==> config.mk <==
export PLATFORM = sky130hd
export DESIGN_NAME = rf_wb_arb
export DESIGN_NICKNAME = d
export VERILOG_FILES = /design/src/rtl/rf_wb_arb_pkg.sv /design/src/rtl/wb_req_fifo.sv /design/src/rtl/rf_wb_arb.sv
export SDC_FILE = /design/constraint.sdc
export NUM_CORES = 1
export LEC_CHECK = 0
export ABC_CLOCK_PERIOD_IN_PS = 2800
export CORE_MARGIN = 3
export CORE_UTILIZATION = 50
export CTS_BUF_LIST = sky130_fd_sc_hd__clkbuf_2 sky130_fd_sc_hd__clkbuf_4 sky130_fd_sc_hd__clkbuf_8
export CTS_CLUSTER_DIAMETER = 40
export CTS_CLUSTER_SIZE = 30
export DETAILED_ROUTE_END_ITERATION = 8
export PLACE_DENSITY = 0.82
export SETUP_SLACK_MARGIN = 0.1
export SLEW_MARGIN = 20
export SYNTH_ARGS = -nofsm -noshare
export SYNTH_HDL_FRONTEND = slang
export SYNTH_SLANG_ARGS = --single-unit
==> constraint.sdc <==
create_clock -name clk -period 2.8 [get_ports clk]
set_input_delay 0.42 -clock clk [delete_from_list [all_inputs] [get_ports clk]]
set_output_delay 0.42 -clock clk [all_outputs]
set_load 0.03 [all_outputs]
==> src/rtl/rf_wb_arb_pkg.sv <==
// Shared types for the register-file write-port arbiter.
package rf_wb_arb_pkg;

    typedef logic [31:0] data_t;
    localparam data_t NULL = '0;

    typedef logic [4:0] reg_addr_t;

    typedef struct packed {
        logic      live;
        reg_addr_t rd;
        data_t     data;
    } wb_req_t;

    typedef enum logic [1:0] {EMPTY, PENDING, FORCE} arb_state_t;

endpackage

==> src/rtl/wb_req_fifo.sv <==
// Sync FIFO of MDU writeback requests with a per-entry rd kill port and two rd-match query ports.
module wb_req_fifo
    import rf_wb_arb_pkg::*;
#(
    parameter int DEPTH = 2
) (
    input  logic                   clk,
    input  logic                   rst_n,
    input  logic                   push,
    input  wb_req_t                push_req,
    input  logic                   pop,
    input  logic                   kill,
    input  reg_addr_t              kill_rd,
    input  reg_addr_t [1:0]        q_rd,
    output logic      [1:0]        q_hit,
    output wb_req_t                head,
    output logic [$clog2(DEPTH):0] count
);
    localparam int AW = $clog2(DEPTH);
    localparam int CW = AW + 1;

    wb_req_t       mem [DEPTH];
    logic [AW-1:0] wptr;
    logic [AW-1:0] rptr;

    assign head = mem[rptr];

    // Popped entries are marked dead so the query only sees occupied slots.
    always_ff @(posedge clk) begin
        if (!rst_n) begin
            for (int i = 0; i < DEPTH; i++) mem[i].live <= 1'b0;
            wptr  <= '0;
            rptr  <= '0;
            count <= '0;
        end else begin
            for (int i = 0; i < DEPTH; i++)
                if (kill && mem[i].live && mem[i].rd == kill_rd) mem[i].live <= 1'b0;
            if (pop) begin
                mem[rptr].live <= 1'b0;
                rptr           <= rptr + AW'(1);
            end
            if (push) begin
                mem[wptr] <= push_req;
                wptr      <= wptr + AW'(1);
            end
            count <= count + CW'(push) - CW'(pop);
        end
    end

    always_comb begin
        q_hit = '0;
        for (int k = 0; k < 2; k++)
            for (int i = 0; i < DEPTH; i++)
                if (mem[i].live && mem[i].rd == q_rd[k]) q_hit[k] = 1'b1;
    end

endmodule

==> src/rtl/rf_wb_arb.sv <==
// Arbitrates the single register-file write port between the writeback stage and queued MDU results.
module rf_wb_arb
    import rf_wb_arb_pkg::*;
#(
    parameter int DEPTH      = 2,
    parameter int STARVE_MAX = 4
) (
    input  logic      clk,
    input  logic      rst_n,
    input  logic      pipe_wen,
    input  reg_addr_t pipe_rd,
    input  data_t     pipe_data,
    input  logic      mdu_valid,
    input  reg_addr_t mdu_rd,
    input  data_t     mdu_data,
    output logic      mdu_ready,
    output logic      pipe_stall,
    output logic      rf_wen,
    output reg_addr_t rf_rd,
    output data_t     rf_data,
    input  reg_addr_t chk_rs1,
    input  reg_addr_t chk_rs2,
    output logic      chk_hit
);
    localparam int CW = $clog2(DEPTH) + 1;
    localparam int SW = $clog2(STARVE_MAX + 1);

    arb_state_t    state;
    wb_req_t       head;
    wb_req_t       push_req;
    logic [CW-1:0] count;
    logic [CW-1:0] count_next;
    logic [SW-1:0] starve;
    logic          drain;
    logic          eff;
    logic          head_live;
    logic          pipe_grant;
    logic          pop;
    logic          push;
    logic [1:0]    q_hit;

    wb_req_fifo #(.DEPTH(DEPTH)) u_fifo (
        .clk      (clk),
        .rst_n    (rst_n),
        .push     (push),
        .push_req (push_req),
        .pop      (pop),
        .kill     (pipe_grant),
        .kill_rd  (pipe_rd),
        .q_rd     ({chk_rs2, chk_rs1}),
        .q_hit    (q_hit),
        .head     (head),
        .count    (count)
    );

    assign eff = pipe_wen && (pipe_rd != '0);

    // Once a forced drain starts it holds until the queue is empty.
    always_comb begin
        state = PENDING;
        if (count == '0)
            state = EMPTY;
        else if (count == CW'(DEPTH) || starve == SW'(STARVE_MAX) || drain)
            state = FORCE;
    end

    // A dead head never needs the port, so it cannot stall the pipe even in FORCE.
    assign head_live  = (count != '0) && head.live;
    assign pipe_grant = eff && !(state == FORCE && head_live);
    assign pop        = (count != '0) && (!head_live || !pipe_grant);
    assign pipe_stall = rst_n && eff && !pipe_grant;
    assign mdu_ready  = rst_n && (count < CW'(DEPTH));
    assign push       = mdu_valid && mdu_ready;
    assign count_next = count + CW'(push) - CW'(pop);

    // A same-cycle granted pipe write to the same rd is younger than the incoming MDU result.
    always_comb begin
        push_req.live = (mdu_rd != '0) && !(pipe_grant && mdu_rd == pipe_rd);
        push_req.rd   = mdu_rd;
        push_req.data = mdu_data;
    end

    assign chk_hit = rst_n &&
        (((chk_rs1 != '0) && (q_hit[0] || (mdu_valid && mdu_rd == chk_rs1))) ||
         ((chk_rs2 != '0) && (q_hit[1] || (mdu_valid && mdu_rd == chk_rs2))));

    always_ff @(posedge clk) begin
        if (!rst_n) begin
            rf_wen  <= 1'b0;
            rf_rd   <= '0;
            rf_data <= NULL;
            starve  <= '0;
            drain   <= 1'b0;
        end else begin
            rf_wen <= pipe_grant || (pop && head_live);
            if (pipe_grant) begin
                rf_rd   <= pipe_rd;
                rf_data <= pipe_data;
            end else if (pop && head_live) begin
                rf_rd   <= head.rd;
                rf_data <= head.data;
            end
            if (pop || count == '0)
                starve <= '0;
            else if (pipe_grant && head_live && starve != SW'(STARVE_MAX))
                starve <= starve + SW'(1);
            drain <= (state == FORCE) && (count_next != '0);
        end
    end

endmodule

# Word-level counts from Yosys, hierarchy flattened
# Memory sizes are Yosys's and may differ from the RTL's. A register that Yosys moved wholly into a read port is not among the register bits.
# Cells that the tools add are included.
# W data, S select, Z words.
[word_totals]
register_bits = 46
mem_bits_rw = 76
inputBits = 88
output_inout_bits = 41
elab_cells = 107
memories = 1
[op_classes]
addsub = 5
order_cmp = 1
eq_ne = 13
n_mux = 27
bitwise_logic = 3
reduce_logical = 49
[mem_list]
columns = ["name", "depth", "word_bits", "rd", "rd_ports_with_merged_regs", "write_ports", "line_no", "source"]
rows = [
  ["u_fifo.mem", 2, 38, 3, 1, 4, "wb_req_fifo.sv:22", "wb_req_t mem [DEPTH];"],
]
[ops]
columns = ["op", "n"]
rows = [
  ["$mux W32", 2],
  ["$eq A5 B5 Y1", 9],
  ["$logic_and A1 B1 Y1", 28],
  ["$mux W1", 21],
  ["$reduce_bool A5 Y1", 4],
  ["$mux W5", 2],
  ["$logic_or A1 B1 Y1", 8],
  ["$reduce_bool A2 Y1", 3],
  ["$eq A2 B2 Y1 const B", 2],
  ["$logic_not A1 Y1", 4],
  ["$mux W2", 2],
  ["$add A3 B1 Y3 const B", 1],
  ["$eq A3 B3 Y1 const B", 1],
  ["$ne A3 B3 Y1 const B", 1],
  ["$add A1 B1 Y1 const B", 2],
  ["$add A2 B1 Y2", 1],
  ["$logic_not A2 Y1", 1],
  ["$lt A2 B2 Y1 const B", 1],
  ["$or A1 B1 Y1", 2],
  ["$reduce_or A2 Y1", 1],
  ["$sub A2 B1 Y2", 1],
  ["$not A1 Y1", 1],
]

# Logic depth before layout (Yosys ltp)
# Gate-level depths: netlist (run 1).
[depth]
word_depth = 15
mapped_depth = 11

# By module
# A second synthesis (run 1) with hierarchy kept.
[hier_totals]
cells_unflattened = 428
hier_area_um2 = 5461.5
[by_module_without_submodules]
columns = ["mod", "instances", "cells_each", "area_per_inst_um2", "seq_area_each_um2"]
rows = [
  ["wb_req_fifo", 1, 194, 3348.2, 2382.3],
  ["rf_wb_arb", 1, 234, 2113.3, 840.8],
]

# Worst setup path before layout (run 1)
# OpenSTA, ideal clock, no wires.
[synth_path]
path_kind = "input port to flip-flop"
start = "in rst_n"
end = "mem u_fifo.mem[0][0] in the netlist's numbering, enable pin"
setup_time_ps = 392
t_arrival_ps = 2126
path_slack_ps = 283
cell_stages = 6
n_path_buf = 0
path_cell_list = "clkinv_1 nor2_1 nand2_1 inv_1 nand2b_1 inv_1"
[synth_rtl]
columns = ["element", "line_no", "source"]
rows = [
  ["start, declared", "rf_wb_arb.sv:9", "input logic rst_n,"],
  ["end, declared", "wb_req_fifo.sv:22", ""],
]

# Final worst setup path (run 1)
[layout_path]
start = "in chk_rs2[1]"
end = "out chk_hit"
[layout_via]
elab_chain_len = 8
word_cells_on_any_way = 13
cone_classes = "eq/ne: 3; mux: 2; reduce/logical: 8"
[layout_lines]
columns = ["element", "line_no", "source"]
rows = [
  ["start, declared", "rf_wb_arb.sv:22", "input reg_addr_t chk_rs2,"],
  ["$eq A5 B5 Y1", "wb_req_fifo.sv:54", "if (mem[i].live && mem[i].rd == q_rd[k]) q_hit[k] = 1'b1;"],
  ["$logic_and A1 B1 Y1", "wb_req_fifo.sv:54", ""],
  ["$mux W1 (2 in a row)", "wb_req_fifo.sv:54", ""],
  ["$logic_or A1 B1 Y1", "rf_wb_arb.sv:85", "((chk_rs2 != '0) && (q_hit[1] || (mdu_valid && mdu_rd == chk_rs2))));"],
  ["$logic_and A1 B1 Y1 (*)", "rf_wb_arb.sv:85", ""],
  ["$logic_or A1 B1 Y1 (*)", "rf_wb_arb.sv:84", "(((chk_rs1 != '0) && (q_hit[0] || (mdu_valid && mdu_rd == chk_rs1))) ||"],
  ["$logic_and A1 B1 Y1 (*)", "rf_wb_arb.sv:83", "assign chk_hit = rst_n &&"],
  ["end, declared", "rf_wb_arb.sv:23", "output logic chk_hit"],
]
# Every way passes the cells marked *; elsewhere a longest branch is shown, timed or not.

==> summary.md, run 1 <==
| Metric | Value |
|---|---|
| Status | `complete, no violations` |
| Fraction of registers with async set/reset | `0%` |
| Number of global-route vias before repair | `4191` |
| Clock-pin slew on the worst setup and hold paths | `0.07 ns` |
| Skew final | `0.01142 ns` |
| Synth Area in XOR/XNOR | `8.120%` |
| Instance count of the mapped netlist | `386` |
| Gpl congestion | `0.8967` |
| Syn_nets | `477` |
| Storage element area | `3224 µm²` |
| Pin count of the biggest net entering global routing | `38` |
| Crit path time final | `2.483 ns` |
| Via count | `3912` |
| Post-synth top area cell | `edfxtp_1` |
| Synth cell count leaders | `edfxtp_1 (76), dfxtp_1 (47), nor2_1 (39)` |
| Yosys warns | `0` |
| Setup violations, final | `0` |
| Sequential share of power | `49.5%` |
| Post-synthesis register bit count | `123` |
| Initial detailed-routing violation count | `345` |
| Cell Rows | `36` |
| CP Max Fanout | `3` |
| Slew headroom | `64.11%` |
| Area share of the largest cell type after synthesis | `44.08%` |
| CP required | `2.38 ns` |
| Hold/Removal Path Class | `flip-flop to flip-flop` |
| Initial Utilization | `52.25%` |
| Clock network power share | `35.5%` |
| Critical-path cell list | `clkdlybuf4s50_1 -> or4_1 -> o21ai_0 -> a31oi_1 -> or2_2 -> clkbuf_2` |
| P&R area growth vs syn | `38.09%` |
| Max VDD drop | `0.0003857 V` |
| CTS tree | `yes` |
| Horiz. Die Dim | `107.8 µm` |
| Period utilization | `88.66%` |
| Mean post-synth cell area | `13.41 µm²` |
| Total grt overflow | `0` |
| Leakage | `2.511 nW` |
| Die Y | `107.8 µm` |
| Initial antenna violation count | `0` |
| Total Wirelength | `12.96 mm` |
| Final Hold Fails | `0` |
| F_max | `402.8 MHz` |
| Routed Antenna Nets | `0` |
| MaxCap Viol Count | `0` |
| WS Path Type | `input pin to output port` |
| Mux share of post-synthesis cell area | `8.096%` |
| Synth Area in Adders | `0.7250%` |
| Synth Area in Simple Gates | `8.192%` |
| First-pass GRT wire length | `20.38 mm` |
| I/O pins | `129` |
| Synthesized cell area | `5177 µm²` |
| Count leader, synth | `edfxtp_1` |
| DRC viols | `0` |
| CP Launch Type | `input pin` |
| Power Dens Cells | `578.3 nW/µm²` |
| Worst setup EP type | `output port` |
| Post-CTS Setup Inserts | `0` |
| Netlist cell types | `35` |
| Largest family of logic cells by synthesized area | `compound AO/OA/AOI/OAI gates` |
| Root buf cell | `clkbuf_8` |
| Core area | `9910 µm²` |
| Pre-antenna DRT Iters | `9` |
| Nets | `633` |
| Comb power frac | `15.0%` |
| Slowest Stage Delay on Critical Path | `0.52 ns` |
| Full die area | `11610 µm²` |
| Count of flip-flops with a built-in enable after synthesis | `76` |
| Fraction of final layout cells sized beyond drive strength 1 | `18.02%` |
| Area of the multi-input gates | `1807 µm²` |
| Top cells by area, synth | `edfxtp_1 (44%), dfxtp_1 (18%), mux2_2 (6.7%)` |
| WL/cell | `18.84 µm` |
| PortBufs | `128` |
| Unrepaired setup endpoints after global routing | `no` |
| Slew Limit Fails | `0` |
| Setup TNS | `0 ns` |
| Clock Latency Late Sink | `0.43 ns` |
| Max clock buf depth | `2` |
| Util after Layout | `72.15%` |
| Ant. Diodes | `0` |
| Internal | `3.050 mW` |
| Commonest register cell after synthesis | `edfxtp_1` |
| Synth Area in Compound Gates | `9.715%` |
| Slowest-stage cell, CP | `or4_1` |
| CTS Sinks | `123` |
| Final HPWL DP | `8.945 mm` |
| # fillers | `658` |
| Net Switching | `1.085 mW` |
| Slew @ Worst Pin | `0.5383 ns` |
| Vias per inst | `5.686` |
| Switch share | `26.23%` |
| Critical Path AT | `2.06 ns` |
| Total track usage | `22.83%` |
| CTS buffer count | `17` |
| Register area share after synthesis | `62.25%` |
| CTS H-tree depth | `4` |
==> state kept, by name (all words and copies together) (netlist names), named ones only <==
name	count
starve	3
u_fifo.rptr	1
rf_rd	5
rf_data	32
rf_wen	1
u_fifo.wptr	1
drain	1
u_fifo.count	2
u_fifo.mem	76
==> power by group through the flow <==
stage	Combinational, mW	Sequential [mW]	Clock, mW
4_1_cts	0.623	2.05	1.50
6_report	0.621	2.05	1.47
3_5_place_dp	0.618	2.09	0
3_3_place_gp	0.602	2.08	0
2_1_floorplan	0.234	2.15	0
5_1_grt	0.664	2.05	1.57
==> cells in the final DEF (no fill, tap or decap), types with 2 or more instances in the layout <==
cell and instances:
a21oi_1 5, a222oi_1 30, a31oi_1 3, a32oi_1 4
and2_1 3, buf_12 4, buf_4 26, clkbuf_8 17
clkdlybuf4s50_1 125, clkinv_4 5, clkinvlp_4 5, dfxtp_1 46
edfxtp_1 76, ha_1 3, inv_1 7, inv_6 2
mux2_2 31, mux2i_1 7, nand2_1 7, nand2b_1 5
nand3_1 9, nand4_1 5, nor2_1 39, nor2b_1 2
nor4_1 8, o21ai_0 4, o221ai_1 4, o22ai_1 6
or4_1 4, xnor2_1 13, xor2_1 35
==> cell type report <==
class                           count  share of cell area (%)
Sequential cell                   123                   45.10
Multi-Input combinational cell    235                   25.27
Timing Repair Buffer              157                   21.54
Clock buffer                       18                   3.378
Tap cell                          133                   2.328
Clock inverter                     14                   1.960
Inverter                            8                  0.4200
==> stage by stage <==
stage	cell area, µm²	worst slack [ns]	std cells	power [mW]	hold slack [ns]
finish	7149	0.3174	688	4.135	0.4875
global route	7149	0.2204	688	4.287	0.5287
CTS	7153	0.1235	688	4.166	0.4860
detailed placement	6771	-0.1200	656	2.704	0.4757
global placement	6771	-0.06979	656	2.684	0.4616
floorplan	5177	0.2826	386	2.386	0.4517
==> repair_timing <==
action,4_1_cts,5_1_grt
hold buffers,0,0
gates resized for setup,3,2
setup endpoints to repair,2,1
==> final timing paths <==
check | start | to | slack [ns] | cells past startpoint
hold reg to reg | u_fifo.wptr | u_fifo.wptr | 0.49 | 2
setup / recovery | chk_rs2[1] | chk_hit | 0.32 | 6
hold / removal | u_fifo.wptr | u_fifo.wptr | 0.49 | 2
setup reg to reg | starve[0] | u_fifo.mem[1][37] | 0.63 | 8
==> per-layer routing <==
metal  share of wire [%]  GRT usage, %  up-vias
met5                   0             0        -
met4                 1.9         9.017        0
met3                 6.9         6.899       24
met2                  52         39.70      184
met1                  39         26.28     1900
li1                    -             -     1804
==> worst max-delay path: cells and delay by family <==
kind                   cells  cell delay, ns
buffers and inverters      2            0.65
and+or+nand+nor            2            0.78
AOI/OAI and AO/OA          2            0.20
==> cells by family (layout without fill, tap and decap cells) <==
| family | count (synthesis) | after routing |
|---|---|---|
| DFF | 123 | 123 |
| and+or+nand+nor | 87 | 87 |
| AOI/OAI and AO/OA | 59 | 59 |
| xor gates and xnor gates | 48 | 48 |
| muxes | 38 | 38 |
| buffers and inverters | 28 | 197 |
| adders and majority gates | 3 | 3 |
Note: power is estimated with default switching activity, not from simulation.
==> run 2, diff against run 1 <==
- CTS_CLUSTER_DIAMETER: 40 -> 200
- RECOVER_POWER: not set -> 50
==> summary.md, run 2 (synthesis results as in run 1) <==
| Metric | Value |
|---|---|
| Nets | `633` |
| Post-CTS Setup Inserts | `0` |
| Fin cells | `690` |
| CTS buffer count | `17` |
| Pin count of the biggest net entering global routing | `38` |
| Status | `complete, no violations` |
| Most common cell after layout, fill and taps aside | `edfxtp_1` |
| Initial Utilization | `52.25%` |
| Post-placement cell count | `656` |
| Net Switching | `1.080 mW` |
| Skew final | `0.01143 ns` |
| Most flops, register | `u_fifo.mem` |
| Hold Crit Start | `u_fifo.wptr` |
| Critical Path AT | `2.16 ns` |
| Initial detailed-routing violation count | `351` |
| Slew headroom | `51.52%` |
| CP Max Fanout | `2` |
| Total grt overflow | `0` |
| Initial antenna violation count | `1` |
| Worst Hold Endpoint | `u_fifo.wptr` |
| MaxCap Viol Count | `0` |
| Post-placement setup slack | `-0.1200 ns` |
| WL/cell | `18.71 µm` |
| Max clock buf depth | `2` |
| Unrepaired setup endpoints after global routing | `no` |
| Setup violations, final | `0` |
| DRC viols | `0` |
| Cell Rows | `36` |
| Fraction of final layout cells sized beyond drive strength 1 | `17.12%` |
| Comb power frac | `14.5%` |
| CTS H-tree depth | `4` |
| Clock Latency Late Sink | `0.42 ns` |
| Regs by FF count | `u_fifo.mem: 76 flops, rf_data: 32 flops, rf_rd: 5 flops` |
| Routed Antenna Nets | `0` |
| P&R area growth vs syn | `37.53%` |
| End of the worst register-to-register path | `u_fifo.mem[1][37]` |
| WS Path Type | `input pin to output port` |
| Most frequent cells in the layout | `edfxtp_1 (76), dlygate4sd3_1 (74), clkdlybuf4s50_1 (51), dfxtp_1 (46), nor2_1 (39)` |
| Hold_ws | `0.4862 ns` |
| Worst R2R Setup Slack | `0.65 ns` |
| Clock-pin slew on the worst setup and hold paths | `0.07 ns` |
| Die Y | `107.8 µm` |
| Crit path time final | `2.583 ns` |
| Pre-antenna DRT Iters | `8` |
| Worst setup EP type | `output port` |
| Slew Limit Fails | `0` |
| Root buf cell | `clkbuf_8` |
| Reg-to-Reg Start | `starve[0]` |
| Full die area | `11610 µm²` |
| Worst hold stages | `2` |
| Period utilization | `92.24%` |
| Setup TNS | `0 ns` |
| CTS Sinks | `123` |
| Setup ws final | `0.2172 ns` |
| # hold bufs at CTS | `0` |
| Via count | `3896` |
| Number of global-route vias before repair | `4191` |
| Total Wirelength | `12.91 mm` |
| CP Launch Type | `input pin` |
| Slew @ Worst Pin | `0.7272 ns` |
| Max reg flops | `76` |
| Horiz. Die Dim | `107.8 µm` |
| CTS tree | `yes` |
| Final Hold Fails | `0` |
| Crit path buf inv count | `2` |
| Total track usage | `22.83%` |
| Total power | `4.103 mW` |
| CP required | `2.38 ns` |
| Max VDD drop | `0.0003851 V` |
| Power Dens Cells | `576.2 nW/µm²` |
| F_max | `387.2 MHz` |
| Gpl congestion | `0.8967` |
| Vias per inst | `5.646` |
| Hold/Removal Path Class | `flip-flop to flip-flop` |
| Clock network power share | `35.7%` |
| Sequential share of power | `49.9%` |
| Leakage | `2.588 nW` |
| Final HPWL DP | `8.945 mm` |
| Slowest Stage Delay on Critical Path | `0.56 ns` |
| First-pass GRT wire length | `20.38 mm` |
| # fillers | `668` |
| Critical-path cell list | `dlygate4sd3_1 -> or4_1 -> o21a_1 -> nand3_1 -> nor2_1 -> dlygate4sd2_1` |
| I/O pins | `129` |
| Slowest-stage cell, CP | `dlygate4sd3_1` |
| PortBufs | `128` |
| Switch share | `26.32%` |
| Depth of the most critical reg-to-reg path | `8` |
| Crit-path leading delay family | `buffers and inverters` |
| Core area | `9910 µm²` |
| Internal | `3.023 mW` |
run 2: worst reg2reg max path, cell delays in order (launching register included):
cell	delay, ns
dfxtp_1	0.34
inv_1	0.07
ha_1	0.18
and2_1	0.19
o221ai_1	0.18
buf_4	0.17
and2_4	0.40
nand4_1	0.19
nand4_1	0.14
run 2: timing repair:
item	in CTS	in global routing
gates resized for setup	3	2
gates cloned	0	0
setup endpoints to repair	2	1
run 2: cell type report:
cell class | instances | area, µm² | area share (%)
antenna | 2 | 5.005 | 0.07029
clock buffer | 18 | 241.5 | 3.391
clock inverter | 14 | 140.1 | 1.968
inverter | 8 | 30.03 | 0.4217
multi-input combinational | 235 | 1807 | 25.37
sequential | 123 | 3224 | 45.28
tap | 133 | 166.4 | 2.337
timing repair buffer | 157 | 1506 | 21.16
run 2: routing by layer:
metal | global-route usage (%) | share of wire, %
met3 | 6.899 | 6.5
met2 | 39.70 | 52
met1 | 26.28 | 40
met4 | 9.017 | 1.5
met5 | 0 | 0
run 2: per-stage QoR:
stage / instance area, µm² / util [%]
3_3_place_gp: 6771 / 68.33
2_1_floorplan: 5177 / -
3_5_place_dp: 6771 / 68.33
4_1_cts: 7153 / 72.18
6_report: 7121 / 71.86
5_1_grt: 7118 / 71.83
run 2: power groups by stage:
stage | registers (mW) | logic, mW | clock network (mW)
global placement | 2.08 | 0.602 | 0
detailed placement | 2.09 | 0.618 | 0
global route | 2.05 | 0.636 | 1.57
floorplan | 2.15 | 0.234 | 0
CTS | 2.05 | 0.623 | 1.50
finish | 2.05 | 0.594 | 1.46
run 2: worst max-delay path by stage:
stage,start,to,slack (ns),cells past startpoint
finish,pipe_rd[4],pipe_stall,0.22,6
global route,pipe_rd[4],pipe_stall,0.15,6
CTS,u_fifo.mem[0][35],chk_hit,0.12,6
detailed placement,chk_rs1[2],chk_hit,-0.12,8
global placement,chk_rs1[2],chk_hit,-0.07,8
floorplan,rst_n,u_fifo.mem[0][0],0.28,6
==> run 3, diff against run 2 <==
- CORE_MARGIN: 3 -> not set
==> summary.md, run 3 (synthesis results as in run 1) <==
| Metric | Value |
|---|---|
| Routed Antenna Nets | `0` |
| Vias per inst | `5.665` |
| Setup ws final | `0.1599 ns` |
| CTS Sinks | `123` |
| Slew headroom | `50.91%` |
| Pre-antenna DRT Iters | `8` |
| Post-placement setup slack | `0.03164 ns` |
| Core area | `9910 µm²` |
| DRC viols | `0` |
| Total track usage | `24.66%` |
| WL/cell | `18.77 µm` |
| Nets | `625` |
| Clock-pin slew on the worst setup and hold paths | `0.07 ns` |
| Slew Limit Fails | `0` |
| Most flops, register | `u_fifo.mem` |
| Setup violations, final | `0` |
| P&R area growth vs syn | `36.49%` |
| Status | `complete, no violations` |
| CP required | `2.38 ns` |
| Period utilization | `94.29%` |
| Max reg flops | `76` |
| CTS buffer count | `17` |
| Setup TNS | `0 ns` |
| Worst hold stages | `2` |
| Most frequent cells in the layout | `clkdlybuf4s50_1 (80), edfxtp_1 (76), dfxtp_1 (46), dlygate4sd3_1 (45), nor2_1 (39)` |
| PortBufs | `128` |
| F_max | `378.8 MHz` |
| Initial detailed-routing violation count | `292` |
| Initial antenna violation count | `0` |
| WS Path Type | `input pin to output port` |
| Ant. Diodes | `0` |
| # fillers | `711` |
| End of the worst register-to-register path | `u_fifo.mem[0][37]` |
| CTS H-tree depth | `4` |
| Regs by FF count | `u_fifo.mem: 76 flops, rf_data: 32 flops, rf_rd: 5 flops` |
| Reg-to-Reg Start | `starve[0]` |
| Horiz. Die Dim | `103.8 µm` |
| Unrepaired setup endpoints after global routing | `no` |
| I/O pins | `129` |
| Total Wirelength | `12.76 mm` |
| Post-CTS Setup Inserts | `0` |
| Gpl congestion | `0.8438` |
| Max clock buf depth | `2` |
| CP Launch Type | `input pin` |
| Pin count of the biggest net entering global routing | `38` |
| Cell Rows | `36` |
| Power Dens Cells | `591.7 nW/µm²` |
| Worst Hold Endpoint | `u_fifo.wptr` |
| Total grt overflow | `0` |
| Fraction of final layout cells sized beyond drive strength 1 | `16.09%` |
| Critical Path AT | `2.22 ns` |
| Full die area | `10770 µm²` |
| Clock Latency Late Sink | `0.42 ns` |
| Root buf cell | `clkbuf_8` |
| MaxCap Viol Count | `0` |
| Number of global-route vias before repair | `4008` |
| Slew @ Worst Pin | `0.7363 ns` |
| First-pass GRT wire length | `20.29 mm` |
| Worst R2R Setup Slack | `0.69 ns` |
| Worst setup EP type | `output port` |
| Max VDD drop | `0.0004202 V` |
| Skew final | `0.008015 ns` |
| Via count | `3852` |
| Leakage | `2.516 nW` |
| Final HPWL DP | `8.908 mm` |
| Hold Crit Start | `u_fifo.wptr` |
| Hold_ws | `0.4893 ns` |
| Depth of the most critical reg-to-reg path | `8` |
| CTS tree | `yes` |
| Crit path time final | `2.640 ns` |
| CP Max Fanout | `2` |
| Most common cell after layout, fill and taps aside | `clkdlybuf4s50_1` |
| Final Hold Fails | `0` |
| Initial Utilization | `52.25%` |
| Hold/Removal Path Class | `flip-flop to flip-flop` |
| Die Y | `103.8 µm` |
==> run 3: cell types whose count changed in the layout (fill, tap and decap cells not counted), sizes merged, moves of 3 or more <==
| cell | previous run | this run |
|---|---|---|
| buf | 24 | 20 |
| clkdlybuf4s50 | 51 | 80 |
| inv | 10 | 7 |
| clkinv | 6 | 9 |
| clkinvlp | 5 | 0 |
| dlygate4sd3 | 74 | 45 |
==> run 3: per-stage QoR <==
step                      std cells  utilization [%]  power (mW)  area (µm²)
after detailed placement        648            67.58       2.694        6696
after global routing            680            71.31       4.343        7067
after global placement          648            67.58       2.672        6696
after floorplan                 386                -       2.386        5177
after CTS                       680            71.54       4.230        7089
final                           680            71.31       4.181        7067
==> run 3: worst max path at each step <==
stage                     cells past startpoint  startpoint                to  slack [ns]
final                                         6  pipe_rd[3]        pipe_stall        0.16
after global routing                          6  pipe_rd[3]        pipe_stall        0.09
after CTS                                     6  chk_rs1[0]           chk_hit        0.22
after detailed placement                      6  pipe_rd[3]        pipe_stall        0.03
after global placement                        6  pipe_rd[3]        pipe_stall        0.11
after floorplan                               6       rst_n  u_fifo.mem[0][0]        0.28
==> run 3: cell type report <==
cell class	instances	area, µm²	share of cell area (%)
sequential	123	3224	45.63
multi-input combinational	235	1807	25.57
timing repair buffer	149	1448	20.49
clock buffer	21	264.0	3.736
tap	133	166.4	2.355
clock inverter	11	127.6	1.806
inverter	8	30.03	0.4249
==> run 3: worst max-delay path, cell delays in order <==
cell and delay, ns:
dlygate4sd3_1 0.56, or4_1 0.56, o21a_1 0.21, nand3_1 0.08
nor2_1 0.04, dlygate4sd2_1 0.35
==> run 3: per-layer routing <==
metal / global-route usage (%) / wire [µm] / vias up
met5: 0 / 0 / -
met4: 10.82 / 219 / 0
met3: 6.545 / 884 / 21
met2: 43.19 / 6630 / 161
met1: 28.36 / 5031 / 1884
li1: - / - / 1786
==> run 3: timing repair <==
item                       CTS  global route
gates resized for setup      2             0
hold buffers                 0             0
setup endpoints to repair    1             0
==> run 3: report_power, final <==
part | switching, mW | total [mW] | internal [mW] | leakage [nW]
Combinational | 0.300 | 0.593 | 0.293 | 1.22
Sequential | 0.0420 | 2.05 | 2.01 | 1.09
Clock | 0.636 | 1.54 | 0.903 | 0.210
Total | 0.978 | 4.18 | 3.20 | 2.52
